$ cat config.mk
export PLATFORM = sky130hd
export DESIGN_NAME = axi_rd_arbiter_flat
export DESIGN_NICKNAME = d
export VERILOG_FILES = /design/src/rtl/axi_rd_arbiter_if.sv /design/src/rtl/axi_rd_arbiter.sv /design/src/flat_wrapper.sv
export SDC_FILE = /design/constraint.sdc
export NUM_CORES = 1
export LEC_CHECK = 0
export BUFFER_PORTS_ARGS = -buffer_cell sky130_fd_sc_hd__clkbuf_2
export CORE_AREA = 5 5 135 137
export CTS_CLUSTER_DIAMETER = 200
export DETAILED_ROUTE_END_ITERATION = 12
export DIE_AREA = 0 0 140 142
export PLACE_DENSITY_LB_ADDON = 0.15
export REMOVE_ABC_BUFFERS = 1
export SKIP_LAST_GASP = 1
export SYNTH_ARGS = -nofsm -noshare
export SYNTH_HDL_FRONTEND = slang
export SYNTH_SLANG_ARGS = --single-unit
$ cat constraint.sdc
create_clock -name clk_100Mhz -period 4.7 [get_ports clk_100Mhz]
set_input_delay 0.94 -clock clk_100Mhz [delete_from_list [all_inputs] [get_ports clk_100Mhz]]
set_output_delay 0.94 -clock clk_100Mhz [all_outputs]
set_load 0.03 [all_outputs]
$ cat src/rtl/axi_rd_arbiter_if.sv
// AXI4 read-address and read-data channel bundle.
// The master modport drives AR and RREADY. The slave modport drives ARREADY and the R payload.
interface axi_rd_arbiter_if #(
    parameter int ADDR_WIDTH = 32,
    parameter int DATA_WIDTH = 64
);
    logic [ADDR_WIDTH-1:0] araddr;
    logic [7:0]            arlen;
    logic [2:0]            arsize;
    logic [1:0]            arburst;
    logic [3:0]            arcache;
    logic                  arvalid;
    logic                  arready;
    logic [DATA_WIDTH-1:0] rdata;
    logic                  rvalid;
    logic                  rready;
    logic                  rlast;

    modport master (
        output araddr, arlen, arsize, arburst, arcache, arvalid, rready,
        input  arready, rdata, rvalid, rlast
    );

    modport slave (
        input  araddr, arlen, arsize, arburst, arcache, arvalid, rready,
        output arready, rdata, rvalid, rlast
    );
endinterface

$ cat src/rtl/axi_rd_arbiter.sv
// Two-to-one AXI4 read arbiter sharing one DDR HP read port.
// Requester 0 is the display frame reader and requester 1 is the secondary reader.
// Only one read transaction is outstanding at a time.
// AR is forwarded for the granted requester. R is routed back to it until RLAST.
module axi_rd_arbiter #(
    parameter int AXI_ADDR_WIDTH = 32,
    parameter int AXI_DATA_WIDTH = 64,
    parameter bit M0_PRIORITY    = 1'b0
) (
    input  logic            clk_100Mhz,
    input  logic            rst_n,
    axi_rd_arbiter_if.slave  s0,
    axi_rd_arbiter_if.slave  s1,
    axi_rd_arbiter_if.master m,
    output logic            grant,
    output logic [1:0]      state,
    output logic            len_err
);

    typedef enum logic [1:0] {
        ST_IDLE = 2'd0,
        ST_ADDR = 2'd1,
        ST_DATA = 2'd2
    } state_t;

    state_t                    state_reg;
    logic                      grant_reg;
    logic                      last_grant_reg;
    logic                      len_err_reg;
    logic [8:0]                beat_cnt_reg;
    logic [7:0]                arlen_reg;

    logic [AXI_ADDR_WIDTH-1:0] araddr_sel;
    logic [7:0]                arlen_sel;
    logic [2:0]                arsize_sel;
    logic [1:0]                arburst_sel;
    logic [3:0]                arcache_sel;
    logic                      arvalid_sel;
    logic                      rready_sel;
    logic [AXI_DATA_WIDTH-1:0] rdata_bcast;
    logic                      ar_hs;
    logic                      r_hs;

    assign grant   = grant_reg;
    assign state   = state_reg;
    assign len_err = len_err_reg;

    // Select the granted requester's AR fields and gate valid/ready by the FSM phase.
    always_comb begin
        araddr_sel  = grant_reg ? s1.araddr  : s0.araddr;
        arlen_sel   = grant_reg ? s1.arlen   : s0.arlen;
        arsize_sel  = grant_reg ? s1.arsize  : s0.arsize;
        arburst_sel = grant_reg ? s1.arburst : s0.arburst;
        arcache_sel = grant_reg ? s1.arcache : s0.arcache;
        arvalid_sel = 1'b0;
        rready_sel  = 1'b0;
        if (state_reg == ST_ADDR) begin
            arvalid_sel = grant_reg ? s1.arvalid : s0.arvalid;
        end
        if (state_reg == ST_DATA) begin
            rready_sel = grant_reg ? s1.rready : s0.rready;
        end
    end

    assign rdata_bcast = m.rdata;
    assign ar_hs       = arvalid_sel && m.arready;
    assign r_hs        = m.rvalid && rready_sel;

    // Drive both sides of the crossbar from the selections above.
    // The R path is purely combinational, so it adds no latency.
    always_comb begin
        m.araddr   = araddr_sel;
        m.arlen    = arlen_sel;
        m.arsize   = arsize_sel;
        m.arburst  = arburst_sel;
        m.arcache  = arcache_sel;
        m.arvalid  = arvalid_sel;
        m.rready   = rready_sel;
        s0.arready = 1'b0;
        s1.arready = 1'b0;
        s0.rvalid  = 1'b0;
        s1.rvalid  = 1'b0;
        s0.rlast   = 1'b0;
        s1.rlast   = 1'b0;
        s0.rdata   = rdata_bcast;
        s1.rdata   = rdata_bcast;
        if (state_reg == ST_ADDR) begin
            if (grant_reg) begin
                s1.arready = m.arready;
            end else begin
                s0.arready = m.arready;
            end
        end
        if (state_reg == ST_DATA) begin
            if (grant_reg) begin
                s1.rvalid = m.rvalid;
                s1.rlast  = m.rlast;
            end else begin
                s0.rvalid = m.rvalid;
                s0.rlast  = m.rlast;
            end
        end
    end

    // Arbitration, transaction sequencing and burst-length check.
    // last_grant resets to 1 so that requester 0 wins the first tie.
    always_ff @(posedge clk_100Mhz or negedge rst_n) begin
        if (!rst_n) begin
            state_reg      <= ST_IDLE;
            grant_reg      <= 1'b0;
            last_grant_reg <= 1'b1;
            len_err_reg    <= 1'b0;
            beat_cnt_reg   <= 9'd0;
            arlen_reg      <= 8'd0;
        end else begin
            case (state_reg)
                ST_IDLE: begin
                    if (s0.arvalid || s1.arvalid) begin
                        if (s0.arvalid && s1.arvalid) begin
                            grant_reg <= M0_PRIORITY ? 1'b0 : ~last_grant_reg;
                        end else begin
                            grant_reg <= s1.arvalid;
                        end
                        state_reg <= ST_ADDR;
                    end
                end
                ST_ADDR: begin
                    // The grant is frozen here even if the requester drops ARVALID.
                    if (ar_hs) begin
                        beat_cnt_reg <= 9'd0;
                        arlen_reg    <= arlen_sel;
                        state_reg    <= ST_DATA;
                    end
                end
                ST_DATA: begin
                    if (r_hs) begin
                        if (m.rlast) begin
                            if (beat_cnt_reg != {1'b0, arlen_reg}) begin
                                len_err_reg <= 1'b1;
                            end
                            last_grant_reg <= grant_reg;
                            state_reg      <= ST_IDLE;
                        end else if (beat_cnt_reg == {1'b0, arlen_reg}) begin
                            // Overrun: keep routing beats until the slave finally sends RLAST.
                            len_err_reg <= 1'b1;
                        end
                        if (beat_cnt_reg != 9'h1FF) begin
                            beat_cnt_reg <= beat_cnt_reg + 9'd1;
                        end
                    end
                end
                default: state_reg <= ST_IDLE;
            endcase
        end
    end

endmodule

$ cat src/flat_wrapper.sv
// flat-port wrapper written by rule: the top's interface ports become plain ports
module axi_rd_arbiter_flat 
#(
    parameter int AXI_ADDR_WIDTH = 32,
    parameter int AXI_DATA_WIDTH = 64,
    parameter bit M0_PRIORITY    = 1'b0
)
  (clk_100Mhz, rst_n, grant, state, len_err, s0_araddr, s0_arlen, s0_arsize, s0_arburst, s0_arcache, s0_arvalid, s0_rready, s0_arready, s0_rdata, s0_rvalid, s0_rlast, s1_araddr, s1_arlen, s1_arsize, s1_arburst, s1_arcache, s1_arvalid, s1_rready, s1_arready, s1_rdata, s1_rvalid, s1_rlast, m_araddr, m_arlen, m_arsize, m_arburst, m_arcache, m_arvalid, m_rready, m_arready, m_rdata, m_rvalid, m_rlast);
  axi_rd_arbiter_if #(.ADDR_WIDTH(32), .DATA_WIDTH(64)) s0_i ();
  axi_rd_arbiter_if #(.ADDR_WIDTH(32), .DATA_WIDTH(64)) s1_i ();
  axi_rd_arbiter_if #(.ADDR_WIDTH(32), .DATA_WIDTH(64)) m_i ();
  input  logic clk_100Mhz;
  input  logic rst_n;
  output logic grant;
  output logic [1:0] state;
  output logic len_err;
  input wire logic [$bits(s0_i.araddr)-1:0] s0_araddr;
  input wire logic [$bits(s0_i.arlen)-1:0] s0_arlen;
  input wire logic [$bits(s0_i.arsize)-1:0] s0_arsize;
  input wire logic [$bits(s0_i.arburst)-1:0] s0_arburst;
  input wire logic [$bits(s0_i.arcache)-1:0] s0_arcache;
  input wire logic [$bits(s0_i.arvalid)-1:0] s0_arvalid;
  input wire logic [$bits(s0_i.rready)-1:0] s0_rready;
  output wire logic [$bits(s0_i.arready)-1:0] s0_arready;
  output wire logic [$bits(s0_i.rdata)-1:0] s0_rdata;
  output wire logic [$bits(s0_i.rvalid)-1:0] s0_rvalid;
  output wire logic [$bits(s0_i.rlast)-1:0] s0_rlast;
  input wire logic [$bits(s1_i.araddr)-1:0] s1_araddr;
  input wire logic [$bits(s1_i.arlen)-1:0] s1_arlen;
  input wire logic [$bits(s1_i.arsize)-1:0] s1_arsize;
  input wire logic [$bits(s1_i.arburst)-1:0] s1_arburst;
  input wire logic [$bits(s1_i.arcache)-1:0] s1_arcache;
  input wire logic [$bits(s1_i.arvalid)-1:0] s1_arvalid;
  input wire logic [$bits(s1_i.rready)-1:0] s1_rready;
  output wire logic [$bits(s1_i.arready)-1:0] s1_arready;
  output wire logic [$bits(s1_i.rdata)-1:0] s1_rdata;
  output wire logic [$bits(s1_i.rvalid)-1:0] s1_rvalid;
  output wire logic [$bits(s1_i.rlast)-1:0] s1_rlast;
  output wire logic [$bits(m_i.araddr)-1:0] m_araddr;
  output wire logic [$bits(m_i.arlen)-1:0] m_arlen;
  output wire logic [$bits(m_i.arsize)-1:0] m_arsize;
  output wire logic [$bits(m_i.arburst)-1:0] m_arburst;
  output wire logic [$bits(m_i.arcache)-1:0] m_arcache;
  output wire logic [$bits(m_i.arvalid)-1:0] m_arvalid;
  output wire logic [$bits(m_i.rready)-1:0] m_rready;
  input wire logic [$bits(m_i.arready)-1:0] m_arready;
  input wire logic [$bits(m_i.rdata)-1:0] m_rdata;
  input wire logic [$bits(m_i.rvalid)-1:0] m_rvalid;
  input wire logic [$bits(m_i.rlast)-1:0] m_rlast;
  assign s0_i.araddr = s0_araddr;
  assign s0_i.arlen = s0_arlen;
  assign s0_i.arsize = s0_arsize;
  assign s0_i.arburst = s0_arburst;
  assign s0_i.arcache = s0_arcache;
  assign s0_i.arvalid = s0_arvalid;
  assign s0_i.rready = s0_rready;
  assign s0_arready = s0_i.arready;
  assign s0_rdata = s0_i.rdata;
  assign s0_rvalid = s0_i.rvalid;
  assign s0_rlast = s0_i.rlast;
  assign s1_i.araddr = s1_araddr;
  assign s1_i.arlen = s1_arlen;
  assign s1_i.arsize = s1_arsize;
  assign s1_i.arburst = s1_arburst;
  assign s1_i.arcache = s1_arcache;
  assign s1_i.arvalid = s1_arvalid;
  assign s1_i.rready = s1_rready;
  assign s1_arready = s1_i.arready;
  assign s1_rdata = s1_i.rdata;
  assign s1_rvalid = s1_i.rvalid;
  assign s1_rlast = s1_i.rlast;
  assign m_araddr = m_i.araddr;
  assign m_arlen = m_i.arlen;
  assign m_arsize = m_i.arsize;
  assign m_arburst = m_i.arburst;
  assign m_arcache = m_i.arcache;
  assign m_arvalid = m_i.arvalid;
  assign m_rready = m_i.rready;
  assign m_i.arready = m_arready;
  assign m_i.rdata = m_rdata;
  assign m_i.rvalid = m_rvalid;
  assign m_i.rlast = m_rlast;
  axi_rd_arbiter #(.AXI_ADDR_WIDTH(AXI_ADDR_WIDTH), .AXI_DATA_WIDTH(AXI_DATA_WIDTH), .M0_PRIORITY(M0_PRIORITY)) u_core (.clk_100Mhz(clk_100Mhz), .rst_n(rst_n), .s0(s0_i), .s1(s1_i), .m(m_i), .grant(grant), .state(state), .len_err(len_err));
endmodule
==> results_dict.tcl, run 1 <==
set metrics [dict create \
    synth_most_common_cell "buf_4" \
    fp-row-count 48 \
    synthCells 310 \
    grt_overflow 0 \
    cts_setup_buffers 0 \
    power_mw 1.55 \
    maxCapViolCount 0 \
    synthFlopType "dfrtp_1" \
    fp.dieArea_sq_mm 0.0199 \
    clock_sink_count 22 \
    setup_viol 0 \
    grt_antenna_before_repair 1 \
    io_pins 360 \
    min_period_ns 3.20 \
    rsz0062_at_grt "false" \
    syn_to_final_growth_pct 7.77 \
    syn_area_per_cell_sq_um 8.67 \
    yosys-top-cells-count "128 x buf_4, 51 x mux2_2, 29 x nand2_1" \
    drv_slew 0 \
    drtIter0Drc 110 \
    hold_viol 0 \
    worst_slew_pin_slew_ns 1.06 \
    start_kind "flip-flop" \
    slowest_delay_ns 1.04 \
    synthesis.area_sq_mm 0.00269 \
    final_nets 519 \
    max_freq_mhz 313 \
    synth_edf_count 0 \
    setup_tns_ns 0 \
    vias 2467 \
    r2r-start "u_core.grant" \
    cp_max_fo 46 \
    n_antenna_cell 0 \
    yosysTopAreaCellShare_pct 35.7 \
    dp.cells 566 \
    ant_nets 0 \
    cts_tree "built" \
    layout.cells.non_filler 570 \
    clk_latency_ns 0.26 \
    fin_crit_sh_pct 68.1 \
    crit_path_cell_trace "buf_4, mux2_2, clkbuf_2" \
    finalWorstSetupSlack_ns 1.50 \
    worstPathArrival_ns 2.26 \
    cts_resized 0 \
    cts_buffer_depth 2 \
    pre_cts_ws_ns 1.68 \
    slowest_stage "dfrtp_2" \
    port_buffers 167 \
    drt-total-wl_um 23700 \
    wl_per_cell_um 41.6 \
    vdd_ir_drop_max_uv 168 \
    fp.dieH_um 142 \
    dr.pass1.iters 5 \
    startpoint "u_core.grant" \
    synthTopCellsByArea "buf_4 36%, mux2_2 21%, dfrtp_1 20%, nand2_1 4.0%, xor2_1 2.6%" \
    cts_buffers 3 \
    gp_congestion 0.938 \
    start_util_pct 15.9 \
    async_flop_share_pct 100 \
    htreeDepth 1 \
    drive_above_1_share_pct 64.9 \
    ys_ff_latch 22 \
    largest_reg_flops 9 \
    path_clk_slew_ns 0.06 \
    required_ns 3.76 \
    leakagePower_nw 1.48 \
    viasPerCell 4.33 \
    synth_seq_area_share_pct 20.5 \
    grt_usage_pct 22.4 \
    grt_pass1_vias 2406 \
    hold_buffers 0 \
    slew_headroom_pct 29.3 \
    worstHoldStart "u_core.arlen_reg[6]" \
    p_per_area_mw_per_mm2 533 \
    place_hpwl_um 21800 \
    coreArea_sq_mm 0.0169 \
    drc 0 \
    fin_skew_ns 0.00456 \
    synth_warnings 0 \
    grt_pass1_wl_um 28800 \
    criticalPathCategory "flip-flop to output pin" \
    status "finished, final reports clean" \
    fp.dieW_um 140 \
    cts_root_buf "clkbuf_16" \
    grt_max_degree 47 \
    synth.largest_area_cell "buf_4" \
    synth_cell_type_count 33 \
    crit_path_end_kind "output pin" \
    min_path_type "flip-flop to flip-flop" \
]
placed cells by master (no fill, tap or decap), types with 3 or more instances in the layout:
| cell type | instances |
|---|---|
| mux2_2 | 51 |
| nor4_1 | 3 |
| nor2_1 | 8 |
| o21ai_0 | 4 |
| nor3_1 | 8 |
| nand2_1 | 29 |
| xor2_1 | 8 |
| clkbuf_2 | 167 |
| inv_1 | 5 |
| clkbuf_16 | 3 |
| nand3_1 | 6 |
| xnor2_1 | 3 |
| dfrtp_1 | 20 |
stage by stage:
step / utilization (%) / area, sq um / hold slack [ns]
detailed placement: 16.6 / 2820 / 0.492
global placement: 16.6 / 2820 / 0.493
floorplan: - / 1690 / 0.466
global route: 17.1 / 2900 / 0.533
CTS: 17.1 / 2900 / 0.508
finish: 17.1 / 2900 / 0.504
cell families (layout without fill, tap and decap cells):
logic type	Yosys count	count (layout)	share of synthesized area (%)
flip-flops	22	22	20.5
AND/OR/NAND/NOR	70	70	12.8
XOR/XNOR	11	11	3.58
buffers and inverters	142	177	37.7
AO/OA/AOI/OAI	10	10	2.33
multiplexers	53	53	22.1
adder cells (fa/ha/maj)	2	2	0.931
final timing paths:
kind	to	slack, ns	depth (start not counted)
worst min register to register	u_core.arlen_reg[6]	0.50	2
max in group asynchronous	u_core.grant	3.54	1
worst max-delay path	m_arlen[1]	1.50	3
min in group asynchronous	u_core.arlen_reg[6]	0.70	1
worst max register to register	u_core.beat_cnt_reg[5]	1.84	4
worst min-delay path	u_core.arlen_reg[6]	0.50	2
power breakdown:
group / internal (mW) / total, mW / switching (mW)
sequential: 0.248 / 0.380 / 0.132
clock: 0.116 / 0.187 / 0.0711
combinational: 0.376 / 0.979 / 0.603
final cells by class:
class	instances	area, sq um
fill	1954	14000
multi-input combinational	146	1120
timing repair buffer	168	843
sequential	22	553
tap	225	282
clock buffer	4	78.8
inverter	5	18.8
layer usage:
metal / GRT usage, % / wire length, um / vias to the layer above
met3: 18.9 / 4130 / 21
li1: - / - / 970
met4: 4.79 / 496 / 4
met5: 3.59 / 98 / -
met1: 15.1 / 5620 / 1102
met2: 44.8 / 13300 / 370
critical path: cells and delay by family (launching register included):
| kind | cells | cell delay [ns] |
|---|---|---|
| buffers and inverters | 2 | 0.55 |
| flip-flops | 1 | 1.04 |
| multiplexers | 1 | 0.38 |
(Power assumes the default switching activity.)
==> inputs of run 2 (changes only) <==
- ABC_AREA: unset -> 1
- clock period: 4.7 -> 3.22 ns (I/O delays scaled with it)
==> run 2 against run 1 <==
- count of clock-buffer cells in the layout unchanged
- first-iteration DRC count fell by 3.6%
- worst hold slack worse by 0.12 ns
- global-route usage decreased by 3.3 points
- sequential power up 18%
- clock skew down 0.00062 ns
- setup slack got worse by 0.63 ns
- largest cell class unchanged
- largest power group unchanged
- highest routed layer unchanged
==> results_dict.tcl, run 2 <==
set metrics [dict create \
    ant_nets 0 \
    synthXorXnorAreaFrac_pct 1.48 \
    synth_top_family_by_area "buffers and inverters" \
    final_nets 683 \
    fp.dieH_um 142 \
    required_ns 2.58 \
    p_per_area_mw_per_mm2 853 \
    grt_antenna_before_repair 3 \
    grt_pass1_wl_um 26600 \
    yosys.area_share.adder_pct 0.847 \
    fp.dieW_um 140 \
    leakagePower_nw 1.87 \
    grt_max_degree 39 \
    port_buffers 167 \
    gp_congestion 0.814 \
    path_clk_slew_ns 0.06 \
    final_common_cell "nand2_1" \
    design_area_sq_mm 0.00314 \
    synth_warnings 0 \
    start_util_pct 17.4 \
    cts_root_buf "clkbuf_16" \
    synthMuxAreaShare_pct 0 \
    drc 0 \
    min_period_ns 2.35 \
    clock_sink_count 22 \
    coreArea_sq_mm 0.0169 \
    grt_usage_pct 19.1 \
    synth.largest_area_cell "buf_4" \
    slew_headroom_pct 58.3 \
    final_cell_mix "212 x nand2_1, 167 x clkbuf_2, 26 x inv_1" \
    syn_to_final_growth_pct 6.44 \
    maxCapViolCount 0 \
    r2r_end "u_core.arlen_reg[0]" \
    vdd_ir_drop_max_uv 246 \
    htreeDepth 1 \
    grt_overflow 0 \
    rsz0062_at_grt "false" \
    setup_tns_ns 0 \
    clk_latency_ns 0.26 \
    io_pins 360 \
    drv_slew 0 \
    synth_cell_type_count 29 \
    synth_edf_count 0 \
    fp.dieArea_sq_mm 0.0199 \
    crit_path_end_kind "output pin" \
    finalWorstSetupSlack_ns 0.874 \
    synthFlopType "dfrtp_1" \
    min_path_type "primary input to async pin" \
    viasPerCell 4.12 \
    n_antenna_cell 0 \
    ff2ff_setup_slack_ns 1.34 \
    hold_slack_ns 0.388 \
    setup_viol 0 \
    worstPathArrival_ns 1.70 \
    fp-row-count 48 \
    dr.pass1.iters 4 \
    largest_reg_flops 9 \
    grt_pass1_vias 3210 \
    start_kind "flip-flop" \
    criticalPathCategory "flip-flop to output pin" \
    place_area_sq_mm 0.00306 \
    synth_compound_area_share_pct 5.38 \
    wl_per_cell_um 27.1 \
    cts_resized 0 \
    cts_buffer_depth 2 \
    async_flop_share_pct 100 \
    fin_skew_ns 0.00394 \
    drtIter0Drc 106 \
    drt-total-wl_um 19900 \
    cts_buffers 3 \
    cts_tree "built" \
    status "finished, final reports clean" \
    r2r-start "u_core.grant" \
    cp_max_fo 38 \
    hold_buffers 0 \
    synthCells 477 \
    yosys-top-cells-count "212 x nand2_1, 130 x buf_4, 26 x inv_1" \
    pre_cts_ws_ns 1.13 \
    cts_setup_buffers 0 \
    drive_above_1_share_pct 37.7 \
    synthTopCellsByArea "buf_4 33%, nand2_1 27%, dfrtp_1 18%, inv_1 3.3%, o21ai_2 2.4%" \
    vias 3026 \
    ys_ff_latch 22 \
    synth_seq_area_share_pct 18.7 \
    syn_area_per_cell_sq_um 6.19 \
    synth_most_common_cell "nand2_1" \
    max_freq_mhz 426 \
    yosys.area_share.simple_pct 35.0 \
    synthesis.area_sq_mm 0.00295 \
    hold_viol 0 \
    place_hpwl_um 17900 \
    r2r_cells 7 \
    fin_crit_sh_pct 72.9 \
    yosysTopAreaCellShare_pct 33.1 \
    worst_slew_pin_slew_ns 0.625 \
]
==> run 2: cell types whose count changed in the layout (fill, tap and decap cells not counted), moves of 7 or more <==
cell and delta:
nand2_1 +183, mux2_2 -51, inv_1 +21, o21ai_0 +8, o21ai_2 +8, nand3_1 +7
==> run 2: cell type report <==
class,instances,area [sq um]
fillers,2024,13800
multi-input cells,284,1260
repair buffers,170,858
flip-flops and latches,22,553
well taps,225,282
inverters,29,109
clock buffers,4,78.8
==> run 2: critical path, cell delays in order, from the launching register on <==
cell	delay, ns
dfrtp_2	0.58
buf_4	0.42
nand2_1	0.10
nand2_1	0.10
clkbuf_2	0.21
==> run 2: logic make-up after synthesis <==
kind of cell / count (synthesis)
AND/OR/NAND/NOR: 254
buffers and inverters: 171
AO/OA/AOI/OAI: 23
flip-flops: 22
XOR/XNOR: 5
adder cells (fa/ha/maj): 2
==> run 2: stage by stage <==
step           total power [mW]  util [%]  instances
4_1_cts                    2.74      18.6        734
5_1_grt                    2.92      18.6        734
3_5_place_dp               2.45      18.1        730
2_1_floorplan              1.80         -        335
3_3_place_gp               2.45      18.1        730
6_report                   2.68      18.6        734
==> run 2: where the power goes <==
group | switching (mW) | total (mW) | internal [mW]
sequential | 0.0928 | 0.448 | 0.356
clock | 0.106 | 0.275 | 0.169
combinational | 1.44 | 1.96 | 0.521
==> run 2: worst max path at each step <==
stage / startpoint / endpoint / slack, ns / depth (start not counted)
after floorplan: u_core.grant / s1_arready / -0.19 / 2
after global placement: u_core.grant / m_arvalid / 1.16 / 5
after detailed placement: u_core.grant / m_arlen[5] / 1.13 / 4
after CTS: u_core.grant / m_arlen[6] / 0.84 / 4
after global routing: u_core.grant / m_arlen[0] / 0.73 / 4
final: u_core.grant / m_arlen[5] / 0.87 / 4
==> run 2: metal layers <==
metal	vias up	GRT usage, %	share of wire, %
met1	1252	16.8	31
met3	22	22.5	26
met4	15	2.70	0.71
met2	354	28.4	42
met5	-	11.7	1.5
li1	1383	-	-
==> inputs of run 3 (changes only) <==
- ABC_AREA: 1 -> 0
- CORE_AREA: 5 5 135 137 -> 5 5 137 139
- DIE_AREA: 0 0 140 142 -> 0 0 142 144
- clock period: 3.22 -> 2.2 ns (I/O delays scaled with it)
==> run 3 against run 2 <==
- core utilization shrank 1.2 points
- final cell count shrank 20%
- sequential power grew 48%
- final area shrank 3.4%
- largest cell class unchanged
- count of clock-buffer cells in the layout shrank 1
- combinational power grew 21%
- routed wire length grew 17%
==> results_dict.tcl, run 3 (synthesized netlist as in run 1, its figures left out) <==
set metrics [dict create \
    fin_crit_sh_pct 96.8 \
    vdd_ir_drop_max_uv 469 \
    path_clk_slew_ns 0.07 \
    final_cell_mix "167 x clkbuf_2, 51 x mux2_2, 29 x nand2_1" \
    setup_tns_ns 0 \
    dr.pass1.iters 4 \
    grt_max_degree 31 \
    wl_per_cell_um 39.8 \
    design_area_sq_mm 0.00304 \
    grt_antenna_before_repair 0 \
    slew_headroom_pct 57.4 \
    largest_reg_flops 9 \
    start_util_pct 15.3 \
    fp.dieW_um 142 \
    leakagePower_nw 1.56 \
    min_path_type "primary input to async pin" \
    place_hpwl_um 21600 \
    hold_slack_ns 0.189 \
    cts_tree "built" \
    criticalPathCategory "flip-flop to flip-flop" \
    clk_latency_ns 0.26 \
    vias 2422 \
    n_antenna_cell 0 \
    syn_to_final_growth_pct 12.9 \
    max_freq_mhz 469 \
    fp.dieArea_sq_mm 0.0204 \
    cp_max_fo 3 \
    cpMostUsedCell "ha_1" \
    drive_above_1_share_pct 66.3 \
    status "finished, final reports clean" \
    cp.depth 7 \
    cts_resized 0 \
    cts_buffers 3 \
    r2r_cells 7 \
    clock_sink_count 22 \
    fp.dieH_um 144 \
    final_nets 530 \
    crit_path_end_kind "flip-flop" \
    hold_viol 0 \
    place_area_sq_mm 0.00293 \
    grt_pass1_wl_um 27600 \
    grt_overflow 0 \
    required_ns 2.38 \
    slowest_delay_ns 0.51 \
    fp-row-count 49 \
    htreeDepth 1 \
    io_pins 360 \
    drtIter0Drc 94 \
    drc 0 \
    viasPerCell 4.14 \
    ff2ff_setup_slack_ns 0.07 \
    crit_buf_inv 0 \
    grt_usage_pct 21.3 \
    coreArea_sq_mm 0.0175 \
    drv_slew 0 \
    drt-total-wl_um 23300 \
    gp_congestion 0.898 \
    p_per_area_mw_per_mm2 1170 \
    grt_pass1_vias 2430 \
    cts_setup_buffers 0 \
    fin_skew_ns 0.00733 \
    hold_buffers 0 \
    cts_buffer_depth 2 \
    worst_slew_pin_slew_ns 0.640 \
    cts_root_buf "clkbuf_16" \
    min_period_ns 2.13 \
    ant_nets 0 \
    setup_viol 0 \
    maxCapViolCount 0 \
    final_common_cell "clkbuf_2" \
    power_mw 3.56 \
    port_buffers 167 \
    crit_path_cell_trace "ha_1, nand3_1, nor3_1, ha_1, or3_1, or4_1, a21oi_1" \
    rsz0062_at_grt "false" \
    slowest_stage "or4_1" \
    start_kind "flip-flop" \
    crit_family "simple AND/OR/NAND/NOR gates" \
    worstPathArrival_ns 2.31 \
]
run 3: cell count changes in the layout (fill, tap and decap cells not counted), moves of 3 or more:
cell,change
nand2_1,-183
mux2_2,+51
inv_1,-21
o21ai_0,-8
o21ai_2,-8
buf_4,+7
nand3_1,-7
nor2_1,-5
xor2_1,+5
inv_2,-3
run 3: final timing paths:
check | startpoint | to
min in group clk_100Mhz | s1_arvalid | u_core.grant
max | u_core.beat_cnt_reg[0] | u_core.beat_cnt_reg[5]
max reg2reg | u_core.beat_cnt_reg[0] | u_core.beat_cnt_reg[5]
max in group asynchronous | rst_n | u_core.grant
min | rst_n | u_core.arlen_reg[5]
min reg2reg | u_core.arlen_reg[5] | u_core.arlen_reg[5]
run 3: report_power, final:
group | switching [mW] | total (mW) | internal (mW)
registers | 0.129 | 0.663 | 0.534
clock network | 0.162 | 0.524 | 0.362
logic | 1.47 | 2.37 | 0.898
run 3: layout make-up:
cell class,instances,area (sq um)
fill,2007,14500
multi-input combinational,146,1120
timing repair buffer,179,951
sequential,22,553
tap,229,287
clock buffer,3,75.1
clock inverter,1,30.0
inverter,5,18.8
run 3: through the flow:
step | cells | util [%] | setup WS [ns]
3_5_place_dp | 581 | 16.7 | 0.132
3_3_place_gp | 581 | 16.7 | 0.136
2_1_floorplan | 173 | - | -1.08
6_report | 585 | 17.3 | 0.0699
5_1_grt | 585 | 17.3 | 0.00965
4_1_cts | 585 | 17.3 | 0.0465
run 3: per-layer routing:
metal	vias to the layer above	part of all wire [%]	GRT usage, %
met5	-	0.37	3.83
met3	24	19	18.8
met2	341	54	41.7
met1	1061	23	13.8
met4	4	3.7	6.36
li1	992	-	-
